===== src/rtl/framebuffer_reader.sv =====
// Reads one RGB565 frame out of a banked framebuffer RAM and streams it in raster order
// over valid/ready. RAM read latency is hidden behind a small output FIFO whose credit
// (entries held + reads in flight) gates read issue, so backpressure never drops a pixel.
//
// Ports:
//   clk_i           single clock
//   rst_i           synchronous, active-high reset
//   frame_start_i   1-cycle pulse: begin reading a frame
//   bank_select_i   bank to read, sampled with an accepted frame_start_i
//   ram_addr_o      RAM read address (registered)
//   ram_read_o      RAM read strobe (registered); ram_data_i valid one cycle later
//   ram_data_i      RAM read data
//   pixel_data_o    FIFO head pixel
//   pixel_valid_o   FIFO non-empty
//   pixel_ready_i   consumer accepts when pixel_valid_o && pixel_ready_i
//   pixel_last_o    head pixel is last of its line
//   frame_last_o    head pixel is last of the frame
//   busy_o          reader not idle (registered)
//   overrun_o       1-cycle pulse: frame_start_i while busy (registered)
module framebuffer_reader #(
  parameter int unsigned RamAddrWidth = 32,
  parameter int unsigned RamDataWidth = 16,
  parameter int unsigned ImageWidth   = 80,
  parameter int unsigned ImageHeight  = 48,
  parameter int unsigned FifoDepth    = 4
) (
  input  logic                    clk_i,
  input  logic                    rst_i,
  input  logic                    frame_start_i,
  input  logic                    bank_select_i,
  output logic [RamAddrWidth-1:0] ram_addr_o,
  output logic                    ram_read_o,
  input  logic [RamDataWidth-1:0] ram_data_i,
  output logic [RamDataWidth-1:0] pixel_data_o,
  output logic                    pixel_valid_o,
  input  logic                    pixel_ready_i,
  output logic                    pixel_last_o,
  output logic                    frame_last_o,
  output logic                    busy_o,
  output logic                    overrun_o
);

  localparam int unsigned ImageSize = ImageWidth * ImageHeight;
  localparam int unsigned IdxW      = $clog2(ImageSize);
  localparam int unsigned XW        = $clog2(ImageWidth);
  localparam int unsigned PtrW      = $clog2(FifoDepth);
  localparam int unsigned CntW      = PtrW + 1;
  localparam int unsigned OccW      = CntW + 1;

  typedef enum logic [1:0] {StIdle, StRead, StDrain} state_e;

  state_e                  state_q, state_d;
  logic [RamAddrWidth-1:0] base_q, base_d;
  logic [IdxW-1:0]         rd_idx_q, rd_idx_d;
  logic [XW-1:0]           x_q, x_d;

  // Read stage: request on the RAM port this cycle, with its tag.
  logic [RamAddrWidth-1:0] ram_addr_q, ram_addr_d;
  logic                    ram_read_q, ram_read_d;
  logic                    tag_line_q, tag_line_d;
  logic                    tag_frame_q, tag_frame_d;
  // Return stage: ram_data_i valid this cycle, pushed at the next edge.
  logic                    rvalid_q;
  logic                    rtag_line_q;
  logic                    rtag_frame_q;

  logic                    busy_q, busy_d;
  logic                    overrun_q, overrun_d;

  logic [RamDataWidth-1:0] mem_data_q  [FifoDepth];
  logic                    mem_line_q  [FifoDepth];
  logic                    mem_frame_q [FifoDepth];
  logic [PtrW-1:0]         wr_ptr_q, rd_ptr_q;
  logic [CntW-1:0]         count_q;

  logic                    push, pop, credit_ok, issue, head_frame;
  logic [OccW-1:0]         occupancy;
  logic [IdxW-1:0]         idx_cur;
  logic [XW-1:0]           x_cur;

  assign push       = rvalid_q;
  assign head_frame = mem_frame_q[rd_ptr_q];
  assign pop        = pixel_valid_o && pixel_ready_i;

  // Every read already issued owns a FIFO slot, so the FIFO can never overflow.
  assign occupancy = OccW'(count_q) + OccW'(ram_read_q) + OccW'(rvalid_q);
  assign credit_ok = occupancy < OccW'(FifoDepth);

  // Next-state logic. The first read issues straight out of idle so the strobe appears
  // the cycle after frame_start_i is sampled.
  always_comb begin
    state_d = state_q;
    base_d  = base_q;
    idx_cur = rd_idx_q;
    x_cur   = x_q;
    issue   = 1'b0;
    unique case (state_q)
      StIdle: begin
        if (frame_start_i) begin
          state_d = StRead;
          base_d  = bank_select_i ? RamAddrWidth'(ImageSize) : '0;
          idx_cur = '0;
          x_cur   = '0;
          issue   = credit_ok;
        end
      end
      StRead:  issue = credit_ok;
      StDrain: if (pop && head_frame) state_d = StIdle;
      default: state_d = StIdle;
    endcase
    rd_idx_d = idx_cur;
    x_d      = x_cur;
    if (issue) begin
      rd_idx_d = idx_cur + IdxW'(1);
      x_d      = (x_cur == XW'(ImageWidth - 1)) ? '0 : x_cur + XW'(1);
      if (idx_cur == IdxW'(ImageSize - 1)) state_d = StDrain;
    end
  end

  // Output logic feeding the registered outputs.
  always_comb begin
    ram_read_d  = issue;
    ram_addr_d  = issue ? base_d + RamAddrWidth'(idx_cur) : ram_addr_q;
    tag_line_d  = issue && (x_cur == XW'(ImageWidth - 1));
    tag_frame_d = issue && (idx_cur == IdxW'(ImageSize - 1));
    busy_d      = (state_d != StIdle);
    overrun_d   = frame_start_i && (state_q != StIdle);
  end

  // State register and registered outputs.
  always_ff @(posedge clk_i) begin
    if (rst_i) begin
      state_q      <= StIdle;
      base_q       <= '0;
      rd_idx_q     <= '0;
      x_q          <= '0;
      ram_addr_q   <= '0;
      ram_read_q   <= 1'b0;
      tag_line_q   <= 1'b0;
      tag_frame_q  <= 1'b0;
      rvalid_q     <= 1'b0;
      rtag_line_q  <= 1'b0;
      rtag_frame_q <= 1'b0;
      busy_q       <= 1'b0;
      overrun_q    <= 1'b0;
    end else begin
      state_q      <= state_d;
      base_q       <= base_d;
      rd_idx_q     <= rd_idx_d;
      x_q          <= x_d;
      ram_addr_q   <= ram_addr_d;
      ram_read_q   <= ram_read_d;
      tag_line_q   <= tag_line_d;
      tag_frame_q  <= tag_frame_d;
      rvalid_q     <= ram_read_q;
      rtag_line_q  <= tag_line_q;
      rtag_frame_q <= tag_frame_q;
      busy_q       <= busy_d;
      overrun_q    <= overrun_d;
    end
  end

  // Output FIFO.
  always_ff @(posedge clk_i) begin
    if (rst_i) begin
      wr_ptr_q <= '0;
      rd_ptr_q <= '0;
      count_q  <= '0;
      for (int i = 0; i < int'(FifoDepth); i++) begin
        mem_data_q[i]  <= '0;
        mem_line_q[i]  <= 1'b0;
        mem_frame_q[i] <= 1'b0;
      end
    end else begin
      if (push) begin
        mem_data_q[wr_ptr_q]  <= ram_data_i;
        mem_line_q[wr_ptr_q]  <= rtag_line_q;
        mem_frame_q[wr_ptr_q] <= rtag_frame_q;
        wr_ptr_q              <= wr_ptr_q + PtrW'(1);
      end
      if (pop) rd_ptr_q <= rd_ptr_q + PtrW'(1);
      unique case ({push, pop})
        2'b10:   count_q <= count_q + CntW'(1);
        2'b01:   count_q <= count_q - CntW'(1);
        default: count_q <= count_q;
      endcase
    end
  end

  always_ff @(posedge clk_i) begin
    if (!rst_i && push) begin
      assert (count_q < CntW'(FifoDepth) || pop)
        else $error("framebuffer_reader: push into full FIFO");
    end
  end

  assign ram_addr_o    = ram_addr_q;
  assign ram_read_o    = ram_read_q;
  assign busy_o        = busy_q;
  assign overrun_o     = overrun_q;
  assign pixel_valid_o = (count_q != '0);
  assign pixel_data_o  = mem_data_q[rd_ptr_q];
  assign pixel_last_o  = pixel_valid_o && mem_line_q[rd_ptr_q];
  assign frame_last_o  = pixel_valid_o && head_frame;

endmodule


===== config.mk =====
export PLATFORM = sky130hd
export DESIGN_NAME = framebuffer_reader
export DESIGN_NICKNAME = d
export VERILOG_FILES = /design/src/rtl/framebuffer_reader.sv
export SDC_FILE = /design/constraint.sdc
export NUM_CORES = 1
export LEC_CHECK = 0
export BUFFER_PORTS_ARGS = -buffer_cell sky130_fd_sc_hd__buf_4
export CELL_PAD_IN_SITES_DETAIL_PLACEMENT = 1
export CELL_PAD_IN_SITES_GLOBAL_PLACEMENT = 1
export CORE_ASPECT_RATIO = 0.75
export CORE_MARGIN = 2
export CORE_UTILIZATION = 47
export CTS_CLUSTER_DIAMETER = 80
export CTS_CLUSTER_SIZE = 25
export DETAILED_ROUTE_END_ITERATION = 6
export PLACE_DENSITY = 0.88
export SYNTH_ARGS = -nofsm -noshare
export SYNTH_HDL_FRONTEND = slang
export SYNTH_SLANG_ARGS = --single-unit

===== constraint.sdc =====
create_clock -name clk_i -period 3.6 [get_ports clk_i]
set_input_delay 0.36 -clock clk_i [delete_from_list [all_inputs] [get_ports clk_i]]
set_output_delay 0.36 -clock clk_i [all_outputs]
set_load 0.05 [all_outputs]

==> qor.csv, run 1 <==
metric,value,unit
data arrival time at the worst-slack endpoint,3800,ps
worst reg2reg path depth,9,
sum of negative setup slack,0,ps
Tot GR Track Use,26.0,%
unrepaired setup endpoints after global routing,false,
area overhead of the layout relative to synthesis,17.6,%
Combinational Power Share,20.3,%
startpoint type of the worst setup path,register,
Die Span X,155,um
count of endpoints failing hold in the final timing report,0,
final global-route overflow total,0,
via count of the first global-routing pass,6478,
number of placed I/O pins,75,
static leakage,0.00372,uW
path type of the worst setup path,register to register,
Setup Skew,9.69,ps
iteration-0 DRC count of the detailed router,347,
hold buffer count at CTS,0,
maximum fanout encountered on the critical timing path,29,
maximum number of buffers from clock root to sink,2,
worst endpoint required time,3960,ps
core occupancy in the finished layout,56.3,%
Detail Placement HPWL,15.0,mm
Die Area,0.0182,sq mm
Final Setup Violations,0,
Mapped Area,0.00804,sq mm
Post-layout nets,850,
number of nets with antenna violations after routing,0,
nets in the synthesized netlist,776,
total of flip-flops plus latches after synthesis,174,
wire length of the first global-routing pass,35.7,mm
max-slew violation count,0,
slew at the pin closest to its max-slew limit,1020,ps
htree depth,4,
power spent charging and discharging nets,1610,uW
Synth Instances,739,
Initial Util,47.9,%
number of resized instances in the post-cts repair step,0,
Core Region,0.0168,sq mm
max frequency,0.290,GHz
FF-to-FF End,ram_addr_o[8],
clock tree from TritonCTS,done,
Max Cap Violations,0,
clock sink total,174,
register clock-pin slew on the reported worst setup and hold paths,70,ps
ANT cells,0,
outcome,finished clean,
Slew HR,31.4,%
number of I/O port buffers,74,
detailed-route wire length per cell,22.0,um
worst voltage drop across the vdd grid,305,uV
weighted congestion at the end of routability-driven global placement,0.931,
Synth warnings,0,
initial antenna violation count,0,
count of flip-flops with a built-in enable after synthesis,72,
share of power burned in registers,42.4,%
origin of the critical flop-to-flop path,state_q[0],
vertical extent of the die,117,um
buffer type at the clock tree root,sky130_fd_sc_hd__clkbuf_16,
setup slack of the most critical reg-to-reg path,150,ps
syn avg cell area,10.9,sq um
fraction of the yosys area taken by sequential cells,52.3,%
Core Rows,41,
crit share post-route,95.8,%
clock power share,37.3,%
fraction of power spent switching nets,30.9,%
fraction of registers with async set/reset,0,%
endpoint of the worst setup timing path,ram_addr_o[8],
detailed-routing iteration count for the pre-antenna-repair pass,5,
Unique masters post-synth,68,
Worst Setup End Kind,register,
Residual DRC,0,
number of buffers added for setup after CTS,0,
worst hold slack across all endpoints,214,ps
via count of the routed design,6095,
class of the worst hold path,input pin to register,
wire length reported by the detailed router,22.9,mm
number of buffers created by CTS,17,
pin count of the biggest net entering global routing,41,
routed vias/inst,5.85,
layout cells sized above 1,19.2,%
total of fill cells in the finished design,1796,
Int Power,3600,uW
Pwr per Cell Area,551,mW/mm^2
commonest register cell after synthesis,sky130_fd_sc_hd__dfxtp_1,
worst setup path startpoint,state_q[0],
Worst-Skew Late Latency,450,ps
post-layout minimum cycle time,3450,ps
==> area by class of cell <==
type,instances,area [sq um],share of cell area (%)
sequential,174,4200,44.5
multi-input combinational,517,3640,38.5
timing repair buffer,92,691,7.31
clock buffer,17,425,4.50
tap,215,269,2.85
clock inverter,15,183,1.93
inverter,11,41.3,0.437
==> synth_stat cells (4+ instances only) <==
cell type                  count  area (sq um)
sky130_fd_sc_hd__nand4_1      14          87.6
sky130_fd_sc_hd__xor2_1       21           184
sky130_fd_sc_hd__nor2_1       61           229
sky130_fd_sc_hd__ha_1         14           175
sky130_fd_sc_hd__nand3_1      20           100
sky130_fd_sc_hd__nor3b_1       5          37.5
sky130_fd_sc_hd__inv_1        10          37.5
sky130_fd_sc_hd__clkbuf_1     27           101
sky130_fd_sc_hd__a21o_1        9          67.6
sky130_fd_sc_hd__nand2b_1      4          25.0
sky130_fd_sc_hd__or3_1         5          31.3
sky130_fd_sc_hd__o311ai_1      4          35.0
sky130_fd_sc_hd__edfxtp_1     72          2160
sky130_fd_sc_hd__buf_1         4          15.0
sky130_fd_sc_hd__mux2i_1       4          40.0
sky130_fd_sc_hd__a211o_1       4          35.0
sky130_fd_sc_hd__xnor2_1      18           158
sky130_fd_sc_hd__and4_1        6          52.6
sky130_fd_sc_hd__and2_1      112           701
sky130_fd_sc_hd__a21oi_1      23           115
sky130_fd_sc_hd__mux4_2       18           405
sky130_fd_sc_hd__a22o_1        7          61.3
sky130_fd_sc_hd__o21ai_0      15          75.1
sky130_fd_sc_hd__and3_1       13          81.3
sky130_fd_sc_hd__nor2b_1      15          93.8
sky130_fd_sc_hd__nor3_1        9          45.0
sky130_fd_sc_hd__nand2_1      51           191
sky130_fd_sc_hd__a211oi_1     11          82.6
sky130_fd_sc_hd__dfxtp_1     102          2040
==> flip-flops by register name, summed over array words and instances (netlist names), 2 cells and up, named ones only <==
name / flops
base_q: 32
rd_ptr_q: 2
wr_ptr_q: 2
state_q: 2
mem_line_q: 4
x_q: 7
ram_addr_o: 32
count_q: 3
rd_idx_q: 12
mem_data_q: 64
mem_frame_q: 4
==> worst max-delay path, stage by stage, from the launching register on <==
cell and delay (ps):
sky130_fd_sc_hd__dfxtp_1 340, sky130_fd_sc_hd__or3b_4 560, sky130_fd_sc_hd__and2_1 250, sky130_fd_sc_hd__ha_1 370, sky130_fd_sc_hd__and3_1 240, sky130_fd_sc_hd__a21oi_1 360
sky130_fd_sc_hd__o21ai_0 220, sky130_fd_sc_hd__a32oi_1 510, sky130_fd_sc_hd__xor2_1 200, sky130_fd_sc_hd__a211oi_1 290
==> per-stage QoR <==
stage	power, uW	setup slack, ps	instance area [sq um]	instances
2_1_floorplan	2960	317	8040	739
3_3_place_gp	3250	296	8840	1009
3_5_place_dp	3290	161	8840	1009
4_1_cts	5230	232	9450	1041
5_1_grt	5390	26.2	9450	1041
6_report	5210	153	9450	1041
==> power by group through the flow <==
stage / sequential (uW) / clock (uW) / combinational [uW]
after floorplan: 2290 / 0 / 671
after global placement: 2240 / 0 / 1010
after detailed placement: 2250 / 0 / 1050
after CTS: 2210 / 1960 / 1060
after global routing: 2220 / 2040 / 1130
final: 2210 / 1940 / 1060
==> cell usage in the layout (no fill, tap or decap), types with 10 or more instances in the layout <==
cell type / instances
sky130_fd_sc_hd__and3_1: 13
sky130_fd_sc_hd__xor2_1: 21
sky130_fd_sc_hd__mux4_2: 18
sky130_fd_sc_hd__nor2b_1: 15
sky130_fd_sc_hd__a21oi_1: 23
sky130_fd_sc_hd__nor2_1: 61
sky130_fd_sc_hd__nand4_1: 14
sky130_fd_sc_hd__ha_1: 14
sky130_fd_sc_hd__nand2_1: 51
sky130_fd_sc_hd__dfxtp_1: 102
sky130_fd_sc_hd__and2_1: 112
sky130_fd_sc_hd__a211oi_1: 11
sky130_fd_sc_hd__buf_4: 92
sky130_fd_sc_hd__nand3_1: 20
sky130_fd_sc_hd__inv_1: 10
sky130_fd_sc_hd__o21ai_0: 15
sky130_fd_sc_hd__clkbuf_16: 17
sky130_fd_sc_hd__xnor2_1: 18
sky130_fd_sc_hd__edfxtp_1: 72
==> layer usage <==
layer	global-route usage, %	vias up	share of wire (%)
met5	0	-	0
met4	9.44	0	1.9
met3	6.26	39	5.2
met2	43.8	171	50
met1	33.2	3094	43
li1	-	2791	-
==> worst min-delay path by stage <==
| stage | slack (ps) | end | cells past startpoint | startpoint |
|---|---|---|---|---|
| after global routing | 210 | mem_data_q[3][1] | 2 | ram_data_i[1] |
| final | 210 | mem_data_q[3][13] | 2 | ram_data_i[13] |
| after floorplan | 410 | rtag_frame_q | 1 | tag_frame_q |
| after global placement | 430 | rtag_frame_q | 1 | tag_frame_q |
| after detailed placement | 440 | rtag_frame_q | 1 | tag_frame_q |
| after CTS | 200 | mem_data_q[1][8] | 2 | ram_data_i[8] |
==> cells by family after synthesis <==
group           count (synthesis)  synth area share (%)
fa+ha+maj                      18                  2.93
mux                            22                  5.54
compound gates                109                  10.1
simple gates                  327                  22.0
flops                         174                  52.3
xor+xnor                       41                  4.66
buf+inv                        48                  2.51
Note: power is estimated with default switching activity, not from simulation.
==> inputs of run 2 (changes only) <==
Settings changed: CORE_ASPECT_RATIO 0.75 to unset, PLACE_DENSITY 0.88 to unset, PLACE_DENSITY_LB_ADDON set to 0.1.
==> qor.csv, run 2 (synthesized netlist as in run 1, its figures left out) <==
metric,value,unit
Final Setup Violations,0,
area taken by multi-input logic gates,0.00364,sq mm
M1 wire length,8.50,mm
Slew HR,19.9,%
static leakage,0.00370,uW
wire length of the first global-routing pass,33.5,mm
Residual DRC,0,
startpoint type of the worst setup path,register,
area overhead of the layout relative to synthesis,16.9,%
vertical extent of the die,135,um
crit share post-route,93.4,%
post-placement worst setup slack,173,ps
Combinational Power Share,20.7,%
hold buffer count at CTS,0,
Detail Placement HPWL,14.5,mm
layout cells sized above 1,18.9,%
met2 layer wire length in the routed design,11.0,mm
delay of the slowest critical-path stage,570,ps
routed vias/inst,5.66,
Setup Skew,7.25,ps
pin count of the biggest net entering global routing,54,
buffer type at the clock tree root,sky130_fd_sc_hd__clkbuf_16,
sum of negative setup slack,0,ps
Initial Util,48.3,%
initial antenna violation count,0,
"most common cell after layout, fill and taps aside",sky130_fd_sc_hd__and2_1,
number of nets with antenna violations after routing,0,
Die Span X,135,um
Tot GR Track Use,23.9,%
path type of the worst setup path,register to register,
maximum number of buffers from clock root to sink,2,
ordered cell list for the critical path,or3b_4 > and2_1 > ha_1 > and3_1 > a21oi_1 > o21ai_0 > a32oi_1 > xor2_1 > a211oi_1,
wire length reported by the detailed router,20.6,mm
number of I/O port buffers,74,
share of power burned in registers,44.3,%
unrepaired setup endpoints after global routing,false,
total of fill cells in the finished design,1758,
Int Power,3440,uW
max frequency,0.297,GHz
worst endpoint required time,3890,ps
Core Region,0.0166,sq mm
detailed-routing iteration count for the pre-antenna-repair pass,4,
Core Rows,47,
Post-layout nets,849,
number of resized instances in the post-cts repair step,0,
worst voltage drop across the vdd grid,388,uV
number of buffers added for setup after CTS,0,
register cell area after layout,0.00420,sq mm
power spent charging and discharging nets,1530,uW
htree depth,4,
Worst-Skew Late Latency,430,ps
via count of the routed design,5911,
core occupancy in the finished layout,56.4,%
fin worst setup slack,238,ps
number of flip-flops in the largest register,64,
register clock-pin slew on the reported worst setup and hold paths,60,ps
max-slew violation count,0,
worst hold slack across all endpoints,203,ps
top routing layer in use,met4,
clock tree from TritonCTS,done,
class of the worst hold path,input pin to register,
"commonest non-fill, non-tap cells in the layout","sky130_fd_sc_hd__and2_1, sky130_fd_sc_hd__dfxtp_1, sky130_fd_sc_hd__buf_4",
register with the most flip-flops,mem_data_q,
iteration-0 DRC count of the detailed router,246,
detailed-route wire length per cell,19.8,um
ANT cells,0,
Cells after DPL,1013,
Pwr per Cell Area,530,mW/mm^2
outcome,finished clean,
count of endpoints failing hold in the final timing report,0,
post-layout minimum cycle time,3360,ps
via count of the first global-routing pass,6421,
slew at the pin closest to its max-slew limit,1200,ps
weighted congestion at the end of routability-driven global placement,0.834,
Worst Setup End Kind,register,
clock sink total,174,
maximum fanout encountered on the critical timing path,34,
crit path max-delay cell type,sky130_fd_sc_hd__or3b_4,
Die Area,0.0182,sq mm
number of placed I/O pins,75,
clock power share,35.1,%
Layout Cells excl Fill,1045,
fraction of power spent switching nets,30.8,%
Max Cap Violations,0,
data arrival time at the worst-slack endpoint,3650,ps
number of buffers created by CTS,17,
final global-route overflow total,0,
routed length on met3,676,um
-- run 2: through the flow --
stage	total power, uW	cell area (sq um)
2_1_floorplan	2960	8040
3_3_place_gp	3250	8840
3_5_place_dp	3290	8840
4_1_cts	5020	9390
5_1_grt	5150	9390
6_report	4980	9390
-- run 2: worst max-delay path: cells and delay by family, from the launching register on --
family	cells	cell delay (ps)
AOI/OAI and AO/OA	4	1150
DFF	1	340
and+or+nand+nor	3	1070
adders and majority gates	1	380
xor gates and xnor gates	1	260
-- run 2: final cells by class --
class                      instances  area share (%)
multi-input combinational        517            38.7
clock buffer                      22            5.05
sequential                       174            44.8
clock inverter                    10           0.826
timing repair buffer              91            7.27
tap                              220            2.93
inverter                          11           0.440
-- run 2: path summary, 6_finish.rpt --
check | start | endpoint | slack (ps) | cells past startpoint
max | state_q[0] | ram_addr_o[8] | 240 | 9
min | rst_i | base_q[28] | 200 | 2
max reg2reg | state_q[0] | ram_addr_o[8] | 240 | 9
min reg2reg | tag_frame_q | rtag_frame_q | 440 | 1
-- run 2: metal layers --
layer / track usage (%) / up-vias
li1: - / 2782
met1: 27.3 / 2973
met2: 44.2 / 118
met3: 4.05 / 38
met4: 9.36 / 0
met5: 0 / -
-- run 2: power by group through the flow --
stage | sequential [uW] | clock [uW] | combinational, uW
2_1_floorplan | 2290 | 0 | 671
3_3_place_gp | 2240 | 0 | 1010
3_5_place_dp | 2250 | 0 | 1040
4_1_cts | 2200 | 1780 | 1040
5_1_grt | 2210 | 1840 | 1100
6_report | 2200 | 1740 | 1030
